**config.mk**
```make
export PLATFORM = sky130hd
export DESIGN_NAME = rv_decode_stage
export DESIGN_NICKNAME = d
export VERILOG_FILES = /design/src/rtl/rv_decode_stage.sv
export SDC_FILE = /design/constraint.sdc
export NUM_CORES = 1
export LEC_CHECK = 0
export CORE_ASPECT_RATIO = 0.8
export CORE_UTILIZATION = 49
export CTS_CLUSTER_SIZE = 24
export DETAILED_ROUTE_END_ITERATION = 8
export GPL_TIMING_DRIVEN = 1
export PLACE_DENSITY = 0.85
export SKIP_LAST_GASP = 1
export SLEW_MARGIN = 20
export SYNTH_ARGS = -nofsm -noshare
export SYNTH_HDL_FRONTEND = slang
export SYNTH_SLANG_ARGS = --single-unit
export TNS_END_PERCENT = 50
```
**constraint.sdc**
```tcl
create_clock -name clk -period 10 [get_ports clk]
set_input_delay 2 -clock clk [delete_from_list [all_inputs] [get_ports clk]]
set_output_delay 2 -clock clk [all_outputs]
set_load 0.02 [all_outputs]
```
**src/rtl/rv_decode_stage.sv**
```systemverilog
// RV32I decode stage: IF/ID register, immediate-type select toward an external
// extender, and an ID/EX register with valid/ready handshakes, flush and stall count.
module rv_decode_stage (
  input  logic        clk,
  input  logic        reset,
  input  logic        if_valid,
  input  logic [31:0] if_instr,
  input  logic [31:0] if_pc,
  output logic        if_ready,
  input  logic        flush,
  output logic [2:0]  ImmSrc,
  output logic [31:7] Instr,
  input  logic [31:0] ImmExt,
  output logic        ex_valid,
  input  logic        ex_ready,
  output logic [31:0] ex_pc,
  output logic [31:0] ex_imm,
  output logic [6:0]  ex_opcode,
  output logic [2:0]  ex_funct3,
  output logic        ex_funct7b5,
  output logic [4:0]  ex_rd,
  output logic [4:0]  ex_rs1,
  output logic [4:0]  ex_rs2,
  output logic        ex_illegal,
  output logic [15:0] stall_cnt
);
  localparam logic [6:0]  OP_R      = 7'b0110011;
  localparam logic [6:0]  OP_IMM    = 7'b0010011;
  localparam logic [6:0]  OP_LOAD   = 7'b0000011;
  localparam logic [6:0]  OP_STORE  = 7'b0100011;
  localparam logic [6:0]  OP_BRANCH = 7'b1100011;
  localparam logic [6:0]  OP_JAL    = 7'b1101111;
  localparam logic [6:0]  OP_JALR   = 7'b1100111;
  localparam logic [6:0]  OP_LUI    = 7'b0110111;
  localparam logic [6:0]  OP_AUIPC  = 7'b0010111;
  localparam logic [6:0]  OP_FENCE  = 7'b0001111;
  localparam logic [6:0]  OP_SYSTEM = 7'b1110011;
  localparam logic [31:0] NOP       = 32'h0000_0013;

  logic        id_valid;
  logic [31:0] id_instr;
  logic [31:0] id_pc;
  logic        id_adv;
  logic        if_take;
  logic        id_illegal;
  logic [6:0]  opcode;
  logic [2:0]  funct3;

  assign opcode   = id_instr[6:0];
  assign funct3   = id_instr[14:12];
  assign id_adv   = id_valid & (~ex_valid | ex_ready);
  assign if_ready = ~id_valid | id_adv | flush;
  assign if_take  = if_valid & if_ready & ~flush;
  assign Instr    = id_instr[31:7];

  // Immediate-type select; shift-immediates use the 5-bit shamt form.
  always_comb begin
    ImmSrc = 3'b000;
    case (opcode)
      OP_IMM:           if (funct3 == 3'b001 || funct3 == 3'b101) ImmSrc = 3'b100;
      OP_STORE:         ImmSrc = 3'b001;
      OP_BRANCH:        ImmSrc = 3'b010;
      OP_JAL:           ImmSrc = 3'b011;
      OP_LUI, OP_AUIPC: ImmSrc = 3'b101;
      default:          ImmSrc = 3'b000;
    endcase
  end

  always_comb begin
    id_illegal = 1'b1;
    case (opcode)
      OP_R, OP_IMM, OP_LOAD, OP_STORE, OP_BRANCH, OP_JAL, OP_JALR,
      OP_LUI, OP_AUIPC, OP_FENCE, OP_SYSTEM: id_illegal = 1'b0;
      default:                               id_illegal = 1'b1;
    endcase
  end

  // IF/ID register; flush discards any fetch offered in the same cycle.
  always_ff @(posedge clk or posedge reset) begin
    if (reset) begin
      id_valid <= 1'b0;
      id_instr <= NOP;
      id_pc    <= 32'd0;
    end else if (flush) begin
      id_valid <= 1'b0;
    end else if (if_take) begin
      id_valid <= 1'b1;
      id_instr <= if_instr;
      id_pc    <= if_pc;
    end else if (id_adv) begin
      id_valid <= 1'b0;
    end
  end

  // ID/EX register; illegal opcodes still advance but carry a zero immediate.
  always_ff @(posedge clk or posedge reset) begin
    if (reset) begin
      ex_valid    <= 1'b0;
      ex_pc       <= 32'd0;
      ex_imm      <= 32'd0;
      ex_opcode   <= 7'd0;
      ex_funct3   <= 3'd0;
      ex_funct7b5 <= 1'b0;
      ex_rd       <= 5'd0;
      ex_rs1      <= 5'd0;
      ex_rs2      <= 5'd0;
      ex_illegal  <= 1'b0;
    end else if (flush) begin
      ex_valid <= 1'b0;
    end else if (id_adv) begin
      ex_valid    <= 1'b1;
      ex_pc       <= id_pc;
      ex_imm      <= id_illegal ? 32'd0 : ImmExt;
      ex_opcode   <= opcode;
      ex_funct3   <= funct3;
      ex_funct7b5 <= id_instr[30];
      ex_rd       <= id_instr[11:7];
      ex_rs1      <= id_instr[19:15];
      ex_rs2      <= id_instr[24:20];
      ex_illegal  <= id_illegal;
    end else if (ex_ready) begin
      ex_valid <= 1'b0;
    end
  end

  always_ff @(posedge clk or posedge reset) begin
    if (reset) begin
      stall_cnt <= 16'd0;
    end else if (id_valid && !id_adv && !flush && stall_cnt != 16'hFFFF) begin
      stall_cnt <= stall_cnt + 16'd1;
    end
  end
endmodule
```
==> results.txt <==
The proportion of synthesized chip area in sequential cells came out at about 62%. The quantity of hold-fixing buffers added after cts is 0. The signal on the critical path passes through clkdlybuf4s50_1 -> and3b_2 -> inv_1 -> clkdlybuf4s50_1.

The commonest cells after synthesis are 248 x nand2_1, 170 x dfrtp_1, 63 x mux2_2, 37 x a21oi_1, 25 x buf_4. The number of top-level design ports came out at roughly 240. TritonCTS built the clock tree.

Setup repair after global routing left no endpoint under its margin. The setup TNS is 0 ns. The max-cap check violation count came out at 0. The most numerous cell type found on the critical path is clkdlybuf4s50_1.

The clock tree synthesis step divided the H-tree into 4 levels. The number of placement rows came out at 38. The number of instances in the synthesized netlist came out at ~650. Global routing used 24.9% of the available tracks. By startpoint and endpoint, the worst setup path is classified as in -> out.

The count of final setup violators came out at 0. The final weighted congestion in routability-driven placement is just over 0.8. In this run, synthesis inferred 0 flip-flops with an integrated enable. The transition time of the tightest slew-check pin is roughly 1 ns. The number of port buffers is about 240. The max-slew violation count came to 0. STA classifies the critical path endpoint as a primary output. The startpoint class of the critical path is an input port.

The die is around 140 µm wide. The total die area came out at ~15000 µm². The final routed wire length divided by cell count is around 17 µm. The critical path's slowest cell is clkdlybuf4s50_1. The clock edge transition at the registers on the reported setup and hold paths came out at around 0.06 ns. The minimum clock period came out at 5.59 ns. The total power of the final layout is 2.09 mW. The worst slew margin relative to its limit is around 34%. Yosys instantiated no cell more often than nand2_1.

The total vias in the final route is about 5300. The part of the power in the clock network came out at about a third. The run finished with clean final reports. The cell taking the most area after synthesis is dfrtp_1. The first TritonRoute pass finished after 4 iterations. IR analysis of the VDD net gives a maximum drop of roughly 0.00014 V. The internal power of the cells came out at 1.49 mW. The count of nets left with antenna violations once routing finished came out at 0. The worst-path maximum fanout came out at 5. From bottom edge to top edge, the die measures 109 µm. The starting density of the core came out at between 50% and 60%. The count of buffer and inverter cells on the critical path came out at 3. The analysis attributes to cell leakage a power of between 4 and 5 nW. A synthesized cell averages between 10 and 15 µm². After synthesis, the largest area contributor takes up roughly three fifths of total cell area. The post-synthesis to final-layout area growth is 42.6%. The area of the core came out at between 10000 and 15000 µm². The final period utilization is a little under three fifths. At the worst endpoint, the required time is roughly 8 ns.

The maximum clock frequency came out at around 180 MHz. The fraction of layout instances using a drive strength above 1 came out at 13.2%. Dividing the detail-routed via count by the number of cells gives about 5.

The pin count of the biggest net entering global routing came out at ~100. The number of instances resized during post-cts repair came out at 0. The clock net in this run drives a total of about 170 sinks.

The residual DRC count is 0. The number of different library cells used by synthesis comes to 36. The number of storage elements in the synthesis netlist came out at around 170. The first global-routing pass estimated approximately 27000 µm of wire. The count of nets after finishing is 957. After synthesis, the cell types taking the most area are dfrtp_1 61%, nand2_1 13%, mux2_2 10%. The min-delay analysis places its worst path in the category reg -> reg.

The number of buffers inserted to repair setup after CTS is 0. The antenna diode count is 0. The async set or reset register ratio after synthesis is between 90% and 100%.

Across all hold checks on the routed design, the worst slack comes to roughly 0.46 ns. The later-pin clock latency in the skew report is about 0.42 ns. The synthesis warning total is 0. The maximum count of clock buffers along a single path is 2. The final setup skew is between 0.008 and 0.009 ns. The post-detailed-routing wire length is 17300 µm. The CTS buffer count came out at 17.

The clock tree root driver cell is clkbuf_16. In this run, the number of DRC markers left after iteration 0 of detailed routing was between 200 and 300. The number of non-filler instances in the completed layout is about 1000. The share of power burned in registers came out at a little over two fifths. The most used flip-flop cell after synthesis is dfrtp_1. The part of the total power dissipated in combinational logic came out at about 25%.

The total count of hold-check failures in the final report is 0. The biggest cell delay along the critical path came out at approximately 0.61 ns. Detailed placement ended at an HPWL of 11500 µm. Dividing total power by cell area gives a power density of about 210 nW/µm². For this design the total switching power over the nets is 0.593 mW.

Once placement completed, the tool counted placed cells totaling between 1000 and 1500. The total congestion overflow after global routing came out at 0. The number of antenna violations at the first check in global routing came out at 0. Data arrives at the worst endpoint at between 3 and 4 ns.

The critical path's top delay family is buffers and inverters. The via count of the first global-routing pass came out at between 5000 and 6000. The synthesized netlist net count is 753. The share of the core filled with cells came out at 72.4%. The switching share of power is approximately 28%. The cell area after synthesis came out at 6970 µm².
[through the flow]
stage | cell area [µm²] | setup slack [ns]
after floorplan | 6970 | 3.32
after global placement | 9320 | 4.45
after detailed placement | 9320 | 4.42
after CTS | 9940 | 4.41
after global routing | 9940 | 4.36
final | 9940 | 4.41
[final timing paths]
path | endpoint | start | slack [ns] | cells after the start
worst max register to register | ex_imm[29] | ex_valid | 7.67 | 4
worst min register to register | ex_pc[27] | id_pc[27] | 0.46 | 2
worst max-delay path | if_ready | flush | 4.41 | 4
min in group asynchronous | id_valid | reset | 2.12 | 2
worst min-delay path | ex_pc[27] | id_pc[27] | 0.46 | 2
max in group asynchronous | stall_cnt[2] | reset | 6.45 | 3
[tightest hold or removal path, cell delays in order (launching register included)]
cell and delay (ns):
dfrtp_1 0.34, nand2_1 0.05, nand2_1 0.05
[registers in the layout (all words and copies together), names as in the netlist, 3 cells and up]
signal,count
ex_imm,32
ex_pc,32
id_instr,32
id_pc,32
stall_cnt,16
ex_opcode,7
ex_rd,5
ex_rs1,5
ex_rs2,5
ex_funct3,3
[per-layer routing]
metal	track usage [%]	part of all wire (%)
met1	28.6	40
met2	42.0	49
met3	9.58	9.3
met4	9.71	1.8
met5	0	0
[placed cells by master (no fill, tap or decap), types with 3 or more instances in the layout]
master / count
inv_1: 4
a21oi_1: 37
xnor2_1: 5
nor2_1: 17
clkbuf_16: 17
clkbuf_8: 4
buf_4: 5
mux2_2: 63
clkdlybuf4s50_1: 237
nand3_1: 3
nand2_1: 248
dfrtp_1: 170
bufinv_16: 3
xor2_1: 10
dfstp_2: 3
nor3_1: 4
[power by group through the flow]
| stage | clock [mW] | sequential (mW) | combinational (mW) |
|---|---|---|---|
| floorplan | 0 | 0.979 | 0.178 |
| global placement | 0 | 0.894 | 0.502 |
| detailed placement | 0 | 0.897 | 0.514 |
| CTS | 0.698 | 0.888 | 0.518 |
| global route | 0.726 | 0.902 | 0.550 |
| finish | 0.686 | 0.887 | 0.512 |
[layout make-up]
cell class	instances	area [µm²]
sequential	173	4330
clock inverter	9	133
multi-input combinational	416	2330
inverter	5	23.8
clock buffer	23	488
fill	992	3800
timing repair buffer	242	2410
tap	180	225
[cells by family after synthesis]
logic type,after synthesis,share of synthesized area (%)
AO/OA/AOI/OAI,44,3.44
AND/OR/NAND/NOR,292,17.1
buffers and inverters,62,4.88
multiplexers,64,10.4
flip-flops,173,62.1
XOR/XNOR,15,1.88
adder cells (fa/ha/maj),1,0.179
No activity file was read; power rests on OpenSTA's default activity.
